<file path="src/rtl/fma_pipe_param_if.sv">
// Operand/result handshake bundle between an operand source, fma_pipe_param and a result sink.
interface fma_pipe_param_if #(
  parameter int EXP_W = 8,
  parameter int MAN_W = 7
);
  localparam int W = 1 + EXP_W + MAN_W;

  logic         in_valid;
  logic         in_ready;
  logic [W-1:0] a;
  logic [W-1:0] b;
  logic [W-1:0] c;
  logic [1:0]   op;
  logic         neg_p;
  logic         neg_c;
  logic         out_valid;
  logic         out_ready;
  logic [W-1:0] result;
  logic         ov;
  logic         nv;
  logic         ov_sticky;
  logic         nv_sticky;
  logic         flag_clr;

  modport master (
    output in_valid, a, b, c, op, neg_p, neg_c, out_ready, flag_clr,
    input  in_ready, out_valid, result, ov, nv, ov_sticky, nv_sticky
  );

  modport slave (
    input  in_valid, a, b, c, op, neg_p, neg_c, out_ready, flag_clr,
    output in_ready, out_valid, result, ov, nv, ov_sticky, nv_sticky
  );
endinterface

</file>
<file path="src/rtl/fma_pipe_param.sv">
// Three-stage fused multiply-add R = (+-A*B) +- C, single RNE rounding, denormals flushed to zero.
module fma_pipe_param #(
  parameter int EXP_W        = 8,
  parameter int MAN_W        = 7,
  parameter bit FLUSH_DENORM = 1'b1
) (
  input logic clk,
  input logic rst,
  fma_pipe_param_if.slave io
);
  localparam int W   = 1 + EXP_W + MAN_W;
  localparam int P   = MAN_W + 1;
  localparam int PW  = 2 * P;
  localparam int WE  = PW + 3;
  localparam int EW  = EXP_W + 3;
  localparam int SHW = $clog2(WE + 1);
  localparam int LZW = $clog2(WE + 2);
  localparam logic signed [EW-1:0] BIAS  = EW'((1 << (EXP_W - 1)) - 1);
  localparam logic signed [EW-1:0] EMAX  = EW'((1 << EXP_W) - 1);
  localparam logic signed [EW-1:0] WE_S  = EW'(WE);
  localparam logic signed [EW-1:0] ONE_E = EW'(1);
  localparam logic [W-1:0] ONE_W = {1'b0, 1'b0, {(EXP_W-1){1'b1}}, {MAN_W{1'b0}}};
  localparam logic [W-1:0] QNAN  = {1'b0, {EXP_W{1'b1}}, 1'b1, {(MAN_W-1){1'b0}}};

  typedef struct packed {
    logic is_nan; logic is_nv; logic is_inf; logic inf_sign;
    logic sp; logic pzero; logic signed [EW-1:0] pe; logic [PW-1:0] pm;
    logic sc; logic czero; logic [EXP_W-1:0] ce; logic [P-1:0] cm;
  } s1_t;

  typedef struct packed {
    logic is_nan; logic is_nv; logic is_inf; logic inf_sign;
    logic sx; logic sub; logic zsign; logic signed [EW-1:0] ex;
    logic [WE-1:0] mx; logic [WE-1:0] my;
  } s2_t;

  // {nan, inf, zero}
  function automatic logic [2:0] classify(input logic [W-1:0] x);
    logic [EXP_W-1:0] e;
    logic [MAN_W-1:0] m;
    e = x[W-2:MAN_W];
    m = x[MAN_W-1:0];
    return {(&e) & (|m), (&e) & ~(|m), (e == '0) & (FLUSH_DENORM | (m == '0))};
  endfunction

  function automatic logic [LZW-1:0] lzc(input logic [WE:0] v);
    logic [LZW-1:0] n;
    n = LZW'(WE + 1);
    for (int i = 0; i <= WE; i++) begin
      if (v[i]) n = LZW'(WE - i);
    end
    return n;
  endfunction

  logic v1_r, v2_r, v3_r, load1_s, load2_s, load3_s;
  s1_t  s1_d, r1_r;
  s2_t  s2_d, r2_r;
  logic [W-1:0] a_s, b_s, c_s, res_d, res_r;
  logic [2:0]   ca_s, cb_s, cc_s;
  logic sc_s, sp_s, any_nan_s, itz_s, pinf_s, imi_s, p_big_s, ov_d, nv_d;
  logic ov_r, nv_r, ovs_r, nvs_r, rsign_s, g_s, st_s, inc_s;
  logic signed [EW-1:0] pn_e_s, cn_e_s, ye_s, d_s, er_s, erf_s;
  logic [PW-1:0] pn_m_s, cn_m_s, ym_s;
  logic [SHW-1:0] shamt_s;
  logic [WE-1:0]  ext_s, mask_s;
  logic [WE:0]    sum_s, norm_s;
  logic [LZW-1:0] lz_s;
  logic [P-1:0]   top_s;
  logic [P:0]     rm_s;

  // A stage may load when it is empty or its content moves on this edge.
  assign load3_s     = ~v3_r | io.out_ready;
  assign load2_s     = ~v2_r | load3_s;
  assign load1_s     = ~v1_r | load2_s;
  assign io.in_ready = load1_s;

  // S1: mode overrides, unpack, special-case detection, exact mantissa product.
  always_comb begin
    a_s  = io.a;
    b_s  = io.b;
    c_s  = io.c;
    sc_s = io.c[W-1] ^ io.neg_c;
    case (io.op)
      2'd1:    begin c_s = '0; sc_s = 1'b0; end
      2'd2:    b_s = ONE_W;
      default: begin end
    endcase
    ca_s      = classify(a_s);
    cb_s      = classify(b_s);
    cc_s      = classify(c_s);
    sp_s      = a_s[W-1] ^ b_s[W-1] ^ io.neg_p;
    any_nan_s = ca_s[2] | cb_s[2] | cc_s[2];
    itz_s     = (ca_s[1] & cb_s[0]) | (ca_s[0] & cb_s[1]);
    pinf_s    = (ca_s[1] | cb_s[1]) & ~itz_s;
    imi_s     = pinf_s & cc_s[1] & (sp_s ^ sc_s);
    s1_d.is_nan   = any_nan_s | itz_s | imi_s;
    s1_d.is_nv    = ~any_nan_s & (itz_s | imi_s);
    s1_d.is_inf   = pinf_s | cc_s[1];
    s1_d.inf_sign = pinf_s ? sp_s : sc_s;
    s1_d.sp       = sp_s;
    s1_d.pzero    = ca_s[0] | cb_s[0];
    s1_d.pe       = {{(EW-EXP_W){1'b0}}, a_s[W-2:MAN_W]} + {{(EW-EXP_W){1'b0}}, b_s[W-2:MAN_W]} - BIAS;
    s1_d.pm       = {1'b1, a_s[MAN_W-1:0]} * {1'b1, b_s[MAN_W-1:0]};
    s1_d.sc       = sc_s;
    s1_d.czero    = cc_s[0];
    s1_d.ce       = c_s[W-2:MAN_W];
    s1_d.cm       = {1'b1, c_s[MAN_W-1:0]};
  end

  // S2: both terms normalised to a leading one at bit PW-1, smaller one shifted right with sticky.
  always_comb begin
    pn_e_s  = r1_r.pe + {{(EW-1){1'b0}}, r1_r.pm[PW-1]};
    pn_m_s  = r1_r.pzero ? '0 : (r1_r.pm[PW-1] ? r1_r.pm : {r1_r.pm[PW-2:0], 1'b0});
    cn_e_s  = {{(EW-EXP_W){1'b0}}, r1_r.ce};
    cn_m_s  = r1_r.czero ? '0 : {r1_r.cm, {P{1'b0}}};
    p_big_s = ~r1_r.pzero & (r1_r.czero | (pn_e_s >= cn_e_s));
    if (p_big_s) begin
      s2_d.sx = r1_r.sp;
      s2_d.ex = pn_e_s;
      s2_d.mx = {pn_m_s, 3'b000};
      ye_s    = cn_e_s;
      ym_s    = cn_m_s;
    end else begin
      s2_d.sx = r1_r.sc;
      s2_d.ex = cn_e_s;
      s2_d.mx = {cn_m_s, 3'b000};
      ye_s    = pn_e_s;
      ym_s    = pn_m_s;
    end
    d_s     = s2_d.ex - ye_s;
    shamt_s = (d_s[EW-1] | (d_s > WE_S)) ? SHW'(WE) : d_s[SHW-1:0];
    ext_s   = {ym_s, 3'b000};
    mask_s  = ~({WE{1'b1}} << shamt_s);
    s2_d.my = (ext_s >> shamt_s) | {{(WE-1){1'b0}}, |(ext_s & mask_s)};
    s2_d.sub      = r1_r.sp ^ r1_r.sc;
    s2_d.zsign    = r1_r.sp & r1_r.sc;
    s2_d.is_nan   = r1_r.is_nan;
    s2_d.is_nv    = r1_r.is_nv;
    s2_d.is_inf   = r1_r.is_inf;
    s2_d.inf_sign = r1_r.inf_sign;
  end

  // S3: signed-magnitude add, normalise, round to nearest even, pack with specials.
  always_comb begin
    if (!r2_r.sub) begin
      sum_s   = {1'b0, r2_r.mx} + {1'b0, r2_r.my};
      rsign_s = r2_r.sx;
    end else if (r2_r.mx >= r2_r.my) begin
      sum_s   = {1'b0, r2_r.mx - r2_r.my};
      rsign_s = r2_r.sx;
    end else begin
      sum_s   = {1'b0, r2_r.my - r2_r.mx};
      rsign_s = ~r2_r.sx;
    end
    lz_s   = lzc(sum_s);
    norm_s = sum_s << lz_s;
    er_s   = r2_r.ex + ONE_E - {{(EW-LZW){1'b0}}, lz_s};
    top_s  = norm_s[WE -: P];
    g_s    = norm_s[WE-P];
    st_s   = |norm_s[WE-P-1:0];
    inc_s  = g_s & (st_s | top_s[0]);
    rm_s   = {1'b0, top_s} + {{P{1'b0}}, inc_s};
    erf_s  = er_s + {{(EW-1){1'b0}}, rm_s[P]};
    ov_d   = 1'b0;
    nv_d   = 1'b0;
    if (r2_r.is_nan) begin
      res_d = QNAN;
      nv_d  = r2_r.is_nv;
    end else if (r2_r.is_inf) begin
      res_d = {r2_r.inf_sign, {EXP_W{1'b1}}, {MAN_W{1'b0}}};
    end else if (sum_s == '0) begin
      res_d = {r2_r.zsign, {(W-1){1'b0}}};
    end else if (erf_s >= EMAX) begin
      res_d = {rsign_s, {EXP_W{1'b1}}, {MAN_W{1'b0}}};
      ov_d  = 1'b1;
    end else if (erf_s[EW-1] | (erf_s == '0)) begin
      res_d = {rsign_s, {(W-1){1'b0}}};
    end else begin
      res_d = {rsign_s, erf_s[EXP_W-1:0], rm_s[MAN_W-1:0]};
    end
  end

  // Stage registers, output registers and sticky flags; data only moves with a valid occupant.
  always_ff @(posedge clk or posedge rst) begin
    if (rst) begin
      v1_r  <= 1'b0;
      v2_r  <= 1'b0;
      v3_r  <= 1'b0;
      r1_r  <= '0;
      r2_r  <= '0;
      res_r <= '0;
      ov_r  <= 1'b0;
      nv_r  <= 1'b0;
      ovs_r <= 1'b0;
      nvs_r <= 1'b0;
    end else begin
      if (load1_s) v1_r <= io.in_valid;
      if (load1_s && io.in_valid) r1_r <= s1_d;
      if (load2_s) v2_r <= v1_r;
      if (load2_s && v1_r) r2_r <= s2_d;
      if (load3_s) v3_r <= v2_r;
      if (load3_s && v2_r) begin
        res_r <= res_d;
        ov_r  <= ov_d;
        nv_r  <= nv_d;
      end
      ovs_r <= (v3_r & io.out_ready & ov_r) | (ovs_r & ~io.flag_clr);
      nvs_r <= (v3_r & io.out_ready & nv_r) | (nvs_r & ~io.flag_clr);
    end
  end

  assign io.out_valid = v3_r;
  assign io.result    = res_r;
  assign io.ov        = ov_r;
  assign io.nv        = nv_r;
  assign io.ov_sticky = ovs_r;
  assign io.nv_sticky = nvs_r;
endmodule

</file>
<file path="src/flat_wrapper.sv">
// flat-port wrapper written by rule: the top's interface ports become plain ports
module fma_pipe_param_flat 
#(
  parameter int EXP_W        = 8,
  parameter int MAN_W        = 7,
  parameter bit FLUSH_DENORM = 1'b1
)
  (clk, rst, io_in_valid, io_a, io_b, io_c, io_op, io_neg_p, io_neg_c, io_out_ready, io_flag_clr, io_in_ready, io_out_valid, io_result, io_ov, io_nv, io_ov_sticky, io_nv_sticky);
  fma_pipe_param_if #(.EXP_W(EXP_W), .MAN_W(MAN_W)) io_i ();
  input logic clk;
  input logic rst;
  input wire logic [$bits(io_i.in_valid)-1:0] io_in_valid;
  input wire logic [$bits(io_i.a)-1:0] io_a;
  input wire logic [$bits(io_i.b)-1:0] io_b;
  input wire logic [$bits(io_i.c)-1:0] io_c;
  input wire logic [$bits(io_i.op)-1:0] io_op;
  input wire logic [$bits(io_i.neg_p)-1:0] io_neg_p;
  input wire logic [$bits(io_i.neg_c)-1:0] io_neg_c;
  input wire logic [$bits(io_i.out_ready)-1:0] io_out_ready;
  input wire logic [$bits(io_i.flag_clr)-1:0] io_flag_clr;
  output wire logic [$bits(io_i.in_ready)-1:0] io_in_ready;
  output wire logic [$bits(io_i.out_valid)-1:0] io_out_valid;
  output wire logic [$bits(io_i.result)-1:0] io_result;
  output wire logic [$bits(io_i.ov)-1:0] io_ov;
  output wire logic [$bits(io_i.nv)-1:0] io_nv;
  output wire logic [$bits(io_i.ov_sticky)-1:0] io_ov_sticky;
  output wire logic [$bits(io_i.nv_sticky)-1:0] io_nv_sticky;
  assign io_i.in_valid = io_in_valid;
  assign io_i.a = io_a;
  assign io_i.b = io_b;
  assign io_i.c = io_c;
  assign io_i.op = io_op;
  assign io_i.neg_p = io_neg_p;
  assign io_i.neg_c = io_neg_c;
  assign io_i.out_ready = io_out_ready;
  assign io_i.flag_clr = io_flag_clr;
  assign io_in_ready = io_i.in_ready;
  assign io_out_valid = io_i.out_valid;
  assign io_result = io_i.result;
  assign io_ov = io_i.ov;
  assign io_nv = io_i.nv;
  assign io_ov_sticky = io_i.ov_sticky;
  assign io_nv_sticky = io_i.nv_sticky;
  fma_pipe_param #(.EXP_W(EXP_W), .MAN_W(MAN_W), .FLUSH_DENORM(FLUSH_DENORM)) u_core (.clk(clk), .rst(rst), .io(io_i));
endmodule
</file>
<file path="config.mk">
export PLATFORM = sky130hd
export DESIGN_NAME = fma_pipe_param_flat
export DESIGN_NICKNAME = d
export VERILOG_FILES = /design/src/rtl/fma_pipe_param_if.sv /design/src/rtl/fma_pipe_param.sv /design/src/flat_wrapper.sv
export SDC_FILE = /design/constraint.sdc
export NUM_CORES = 1
export LEC_CHECK = 0
export CORE_MARGIN = 1
export CORE_UTILIZATION = 35
export DETAILED_ROUTE_END_ITERATION = 7
export PLACE_DENSITY = 0.49
export RECOVER_POWER = 50
export SYNTH_ARGS = -nofsm -noshare
export SYNTH_HDL_FRONTEND = slang
export SYNTH_SLANG_ARGS = --single-unit
export TNS_END_PERCENT = 30
</file>
<file path="constraint.sdc">
create_clock -name clk -period 14.6 [get_ports clk]
set_input_delay 2.92 -clock clk [delete_from_list [all_inputs] [get_ports clk]]
set_output_delay 2.92 -clock clk [all_outputs]
set_load 0.1 [all_outputs]
</file>
==> results of run 1 <==
==> sequential cells by signal, summed over array words and instances, names as in the netlist <==
| name | count |
|---|---|
| u_core.io.result | 16 |
| u_core.io.ov_sticky | 1 |
| u_core.io.ov | 1 |
| u_core.r1_r | 43 |
| u_core.v2_r | 1 |
| u_core.v1_r | 1 |
| u_core.cn_e_s | 8 |
| u_core.r2_r | 53 |
| u_core.io.nv | 1 |
| u_core.io.out_valid | 1 |
| u_core.io.nv_sticky | 1 |
==> metal layers <==
| layer | vias up | routed length [um] |
|---|---|---|
| met3 | 66 | 1983 |
| met1 | 7185 | 23820 |
| met4 | 0 | 1069 |
| met2 | 402 | 24010 |
| met5 | - | 0 |
| li1 | 7186 | - |
==> worst paths after layout <==
| path | to | slack (ns) | from | cells past startpoint |
|---|---|---|---|---|
| max | u_core.io.result[0] | 3.86 | u_core.r2_r[7] | 40 |
| max in group asynchronous | u_core.io.result[11] | 6.58 | rst | 3 |
| min in group asynchronous | u_core.r1_r[22] | 3.95 | rst | 2 |
| min reg2reg | u_core.r1_r[7] | 0.46 | u_core.r1_r[7] | 1 |
| min | u_core.r1_r[7] | 0.46 | u_core.r1_r[7] | 1 |
| max reg2reg | u_core.io.result[0] | 3.86 | u_core.r2_r[7] | 40 |
==> power by group <==
group	switching [uW]	leakage (uW)	internal [uW]
Sequential	90.5	0.00159	447
Combinational	2200	0.00560	1180
Clock	184	0.000293	271
==> per-stage QoR <==
stage / cells / setup slack [ns] / hold slack, ns / cell area (sq um) / util, %
after floorplan: 1986 / 6.072 / 0.4258 / 15480 / -
after global placement: 2557 / 4.180 / 0.4450 / 16610 / 38.31
after detailed placement: 2558 / 3.978 / 0.4480 / 16620 / 38.33
after global routing: 2589 / 2.949 / 0.5045 / 17200 / 39.68
final: 2589 / 3.858 / 0.4604 / 17200 / 39.68
after CTS: 2589 / 3.966 / 0.4666 / 17230 / 39.73
==> placed cells by master (no fill, tap or decap), types with 13 or more instances in the layout <==
master	n
nand2_1	223
inv_1	156
nor2_1	153
a21oi_1	138
dfrtp_1	127
ha_1	119
o21ai_0	100
clkdlybuf4s50_1	76
nand3_1	73
mux2i_1	62
and3_1	61
nor3_1	46
xnor2_1	46
fa_1	41
a211oi_1	33
o211ai_1	32
nand4_1	29
nand2b_1	28
a31oi_1	26
a21o_1	25
mux2_2	20
xor2_1	19
o21bai_1	19
clkbuf_16	17
nor2b_1	15
and2_1	15
nor4_1	14
a221oi_1	13
==> cell type report <==
| type | instances | area (sq um) |
|---|---|---|
| fillers | 4547 | 26160 |
| multi-input cells | 1592 | 11200 |
| flip-flops and latches | 127 | 3178 |
| repair buffers | 93 | 872.1 |
| well taps | 585 | 732.0 |
| inverters | 161 | 613.1 |
| clock buffers | 17 | 425.4 |
| clock inverters | 14 | 182.7 |
==> cell families after synthesis <==
group	after synthesis	synth area share, %
fa+ha+maj	160	14.92
flops	127	20.54
compound gates	552	24.63
simple gates	731	23.36
buf+inv	267	7.260
mux	84	5.611
xor+xnor	65	3.679
==> worst register-to-register path: cells and delay by family (launching register included) <==
kind            cells  cell delay (ns)
compound gates     18             4.56
simple gates       11             3.27
fa+ha+maj           5             1.64
buf+inv             5             0.65
flops               1             0.38
xor+xnor            1             0.18
==> impl_metrics.py, run 1 <==
metrics = {
    "placed_design": {
        "hpwl_um": 39870,
        "portBuffers": 78,
        "gp_congestion": 0.9207,
    },
    "sta": {
        "slew_headroom_pct": -131.7,
        "finalCriticalPeriod_ns": 10.74,
        "worst_pin_slew_ns": 3.456,
        "fin_skew_ns": 0.01352,
        "hold_violations": 0,
        "rsz0062_at_grt": "false",
        "fin_crit_sh_pct": 73.58,
        "setup_viol": 0,
        "setup_tns_ns": 0,
        "max_freq_mhz": 93.09,
        "maxSlewViolCount": 302,
    },
    "yosys": {
        "yosysTopAreaCellShare_pct": 20.54,
        "avgSynthCellArea_sq_um": 7.793,
        "ys_types": 114,
        "syn-cell-area_sq_um": 15480,
        "synth-edff-count": 0,
        "yosysWarnings": 0,
        "yosysSeqAreaShare_pct": 20.54,
        "async_flop_share_pct": 100.0,
        "yosys_register_bits": 127,
        "syn_nets": 2203,
        "synth_top_area_cell": "dfrtp_1",
        "yosys-top-cells-count": "nand2_1, inv_1, nor2_1",
        "synth_area_leaders": "dfrtp_1, ha_1, nand2_1",
        "synth_most_common_cell": "nand2_1",
        "synthFlopType": "dfrtp_1",
        "syn_inst": 1986,
    },
    "setup_path": {
        "path_max_fanout": 21,
        "cp.required_ns": 14.96,
        "crit_family": "compound AO/OA/AOI/OAI gates",
        "critPathLaunchType": "flop",
        "crit_path_frequent_cell": "inv_1",
        "crit_arrival_ns": 11.10,
        "crit_path_end_kind": "flop",
        "critPathBufInv": 5,
        "critPathSlowestCell": "a21oi_2",
        "worst-setup-path-type": "flop to flop",
        "cpPeakStageDelay_ns": 0.90,
    },
    "drt": {
        "drt_iter0_drc": 1067,
        "route.detailed.drc": 0,
        "viasPerCell": 5.732,
        "wire_per_inst_um": 19.66,
        "routed_wl_um": 50890,
        "vias": 14840,
        "antenna_left": 0,
        "first_pass_iters": 5,
    },
    "job": {
        "maxCapViolCount": 5,
    },
    "clocking": {
        "clk_latency_ns": 0.44,
        "clk_pin_slew_worst_paths_ns": 0.07,
        "cts_post_setup_buffers_inserted": 0,
        "postCtsHoldBufs": 0,
        "numCtsBuffers": 17,
        "htree_levels": 4,
        "cts_root_buf": "clkbuf_16",
        "cts_tree": "built",
        "clockBufferDepth": 2,
        "clock-sinks": 127,
        "postCtsResizedCells": 0,
    },
    "global_route": {
        "overflow": 0,
        "antenna_found_initial": 0,
        "globalRouteMet2Util_pct": 38.70,
        "grt_pass1_vias": 14440,
        "grt_max_degree": 74,
        "gr-usage-all-layers_pct": 22.90,
        "busiest_layer": "met2",
        "grt_pass1_wl_um": 81060,
        "use_met3_pct": 2.334,
        "met1_usage_pct": 30.64,
    },
    "power_and_ir_drop": {
        "leakagePower_uw": 0.007477,
        "vdd_drop_max_v": 0.0001144,
        "p_per_area_nw_per_um2": 254.6,
        "total_power_uw": 4380,
    },
    "outcome": {
        "outcome": "finished, violations left",
        "violations": "max-capacitance violations, max-slew violations",
    },
    "floorplanning": {
        "die_w_um": 212.3,
        "io_pins": 79,
        "initial_utilization_pct": 35.69,
        "fp-row-count": 76,
        "dieArea_sq_um": 45060,
        "die_h_um": 212.3,
        "core_sq_um": 43360,
    },
    "cells_and_area": {
        "final_nets": 2209,
        "n_antenna_cell": 0,
        "area_delta_synth_final_pct": 11.17,
        "drive_gt1_share_pct": 5.988,
    },
    "min_path": {
        "hold_path_class": "flop to flop",
    },
}
Note: power is estimated with default switching activity, not from simulation.
==> run 2, diff against run 1 <==
Clock period 14.6 ns to 10.9 ns, I/O delays scaled along.
==> impl_metrics.py, run 2 (synthesis gave the netlist of run 1 again) <==
metrics = {
    "floorplanning": {
        "die_w_um": 212.3,
        "io_pins": 79,
        "core_sq_um": 43360,
        "dieArea_sq_um": 45060,
        "initial_utilization_pct": 35.69,
        "die_h_um": 212.3,
        "fp-row-count": 76,
    },
    "setup_path": {
        "crit_path_end_kind": "flop",
        "cp.required_ns": 11.26,
        "critPathSlowestCell": "a211oi_1",
        "crit_arrival_ns": 10.46,
        "r2r_start": "u_core.r2_r[3]",
        "reg2reg_slack_ns": 0.80,
        "cpPeakStageDelay_ns": 0.56,
        "worst-setup-path-type": "flop to flop",
        "worstReg2RegEnd": "u_core.io.result[0]",
        "path_max_fanout": 18,
        "rr_worst_depth": 40,
        "critPathLaunchType": "flop",
    },
    "cells_and_area": {
        "fin_util_pct": 39.84,
        "area_delta_synth_final_pct": 11.63,
        "regMostFlops": "u_core.r2_r",
        "layout_commonest_cell": "nand2_1",
        "multiInputGateArea_sq_um": 11210,
        "final_cell_mix": "nand2_1, inv_1, nor2_1, a21oi_1, dfrtp_1",
        "n_antenna_cell": 0,
        "largest_reg_flops": 53,
        "drive_gt1_share_pct": 6.647,
        "regArea_sq_um": 3178,
        "fillCellCount": 4600,
        "final_nets": 2220,
    },
    "drt": {
        "first_pass_iters": 5,
        "viasPerCell": 5.730,
        "routed_wl_um": 51140,
        "route.detailed.drc": 0,
        "drt_iter0_drc": 1044,
        "antenna_left": 0,
        "vias": 14900,
        "wire_per_inst_um": 19.66,
    },
    "min_path": {
        "min_to": "u_core.r1_r[7]",
        "hold_path_class": "flop to flop",
        "worstHoldPathCells": 1,
        "holdCritStartpoint": "u_core.r1_r[7]",
    },
    "sta": {
        "rsz0062_at_grt": "false",
        "maxSlewViolCount": 302,
        "fin_skew_ns": 0.01425,
        "finalCriticalPeriod_ns": 10.10,
        "hold_violations": 0,
        "setup_viol": 0,
        "max_freq_mhz": 99.01,
        "slew_headroom_pct": -124.0,
        "timing.hold.ws_ns": 0.4635,
        "fin_crit_sh_pct": 92.66,
        "worst_pin_slew_ns": 3.341,
        "setup_tns_ns": 0,
    },
    "global_route": {
        "grt_pass1_vias": 14540,
        "grt_max_degree": 72,
        "antenna_found_initial": 0,
        "grt_pass1_wl_um": 81810,
        "overflow": 0,
        "gr-usage-all-layers_pct": 23.00,
    },
    "clocking": {
        "htree_levels": 4,
        "postCtsHoldBufs": 0,
        "cts_post_setup_buffers_inserted": 0,
        "cts_tree": "built",
        "clk_latency_ns": 0.44,
        "cts_root_buf": "clkbuf_16",
        "numCtsBuffers": 17,
        "clockBufferDepth": 2,
        "clock-sinks": 127,
        "clk_pin_slew_worst_paths_ns": 0.07,
    },
    "placed_design": {
        "hpwl_um": 40560,
        "portBuffers": 78,
        "gp_congestion": 0.9093,
    },
    "outcome": {
        "outcome": "finished, violations left",
        "violations": "max-capacitance violations, max-slew violations",
    },
    "power_and_ir_drop": {
        "combPwrFrac_pct": 78.3,
        "p_int_uw": 2553,
        "leakagePower_uw": 0.007517,
        "clockPowerShare_pct": 9.6,
        "total_power_uw": 5935,
        "pwr-share-seq_pct": 12.1,
        "p_per_area_nw_per_um2": 343.5,
        "switching_share_pct": 56.98,
        "vdd_drop_max_v": 0.0001653,
        "p_switching_uw": 3381,
    },
    "job": {
        "maxCapViolCount": 5,
    },
}
-- run 2: worst max-delay path by stage --
stage	from	to	slack, ns	cells past startpoint
after floorplan	u_core.r2_r[4]	u_core.io.result[0]	2.37	40
after CTS	u_core.r2_r[0]	u_core.io.result[0]	0.61	40
final	u_core.r2_r[3]	u_core.io.result[0]	0.80	40
after detailed placement	u_core.r2_r[0]	u_core.io.result[0]	0.65	40
after global placement	u_core.r2_r[0]	u_core.io.result[0]	0.70	40
after global routing	u_core.r2_r[7]	u_core.io.result[0]	0.02	39
-- run 2: routing by layer --
metal | global-route usage [%] | wire length (um)
met5 | 0 | 0
met4 | 6.971 | 1281
met3 | 2.393 | 2134
met1 | 31.26 | 24040
met2 | 38.29 | 23690
-- run 2: per-stage QoR --
stage / cells / area [sq um] / setup WS [ns]
floorplan: 1986 / 15480 / 2.372
global placement: 2569 / 16700 / 0.6994
detailed placement: 2569 / 16700 / 0.6507
CTS: 2601 / 17280 / 0.6082
global route: 2601 / 17280 / 0.02208
finish: 2601 / 17280 / 0.8001
-- run 2: power by group through the flow --
stage | clock [uW] | sequential [uW] | combinational (uW)
2_1_floorplan | 0 | 853 | 3290
5_1_grt | 603 | 740 | 5050
6_report | 568 | 720 | 4650
3_3_place_gp | 0 | 724 | 4600
4_1_cts | 584 | 722 | 4570
3_5_place_dp | 0 | 731 | 4550
-- run 2: layout make-up --
| type | instances | area share [%] |
|---|---|---|
| Clock buffer | 18 | 2.484 |
| Multi-Input combinational cell | 1592 | 64.92 |
| Tap cell | 585 | 4.237 |
| Sequential cell | 127 | 18.40 |
| Timing Repair Buffer | 104 | 5.541 |
| Clock inverter | 14 | 0.8764 |
| Inverter | 161 | 3.549 |
-- run 2: worst max-delay path: cells and delay by family, from the launching register on --
kind / cells / cell delay [ns]
adder cells (fa/ha/maj): 6 / 1.56
multiplexers: 2 / 0.73
AO/OA/AOI/OAI: 17 / 4.57
flip-flops: 1 / 0.41
AND/OR/NAND/NOR: 11 / 2.52
buffers and inverters: 4 / 0.27
-- run 2: what timing repair did --
action                     in CTS  in global routing
gates resized for setup         0                  4
hold endpoints to repair        0                  0
setup endpoints to repair       0                  3
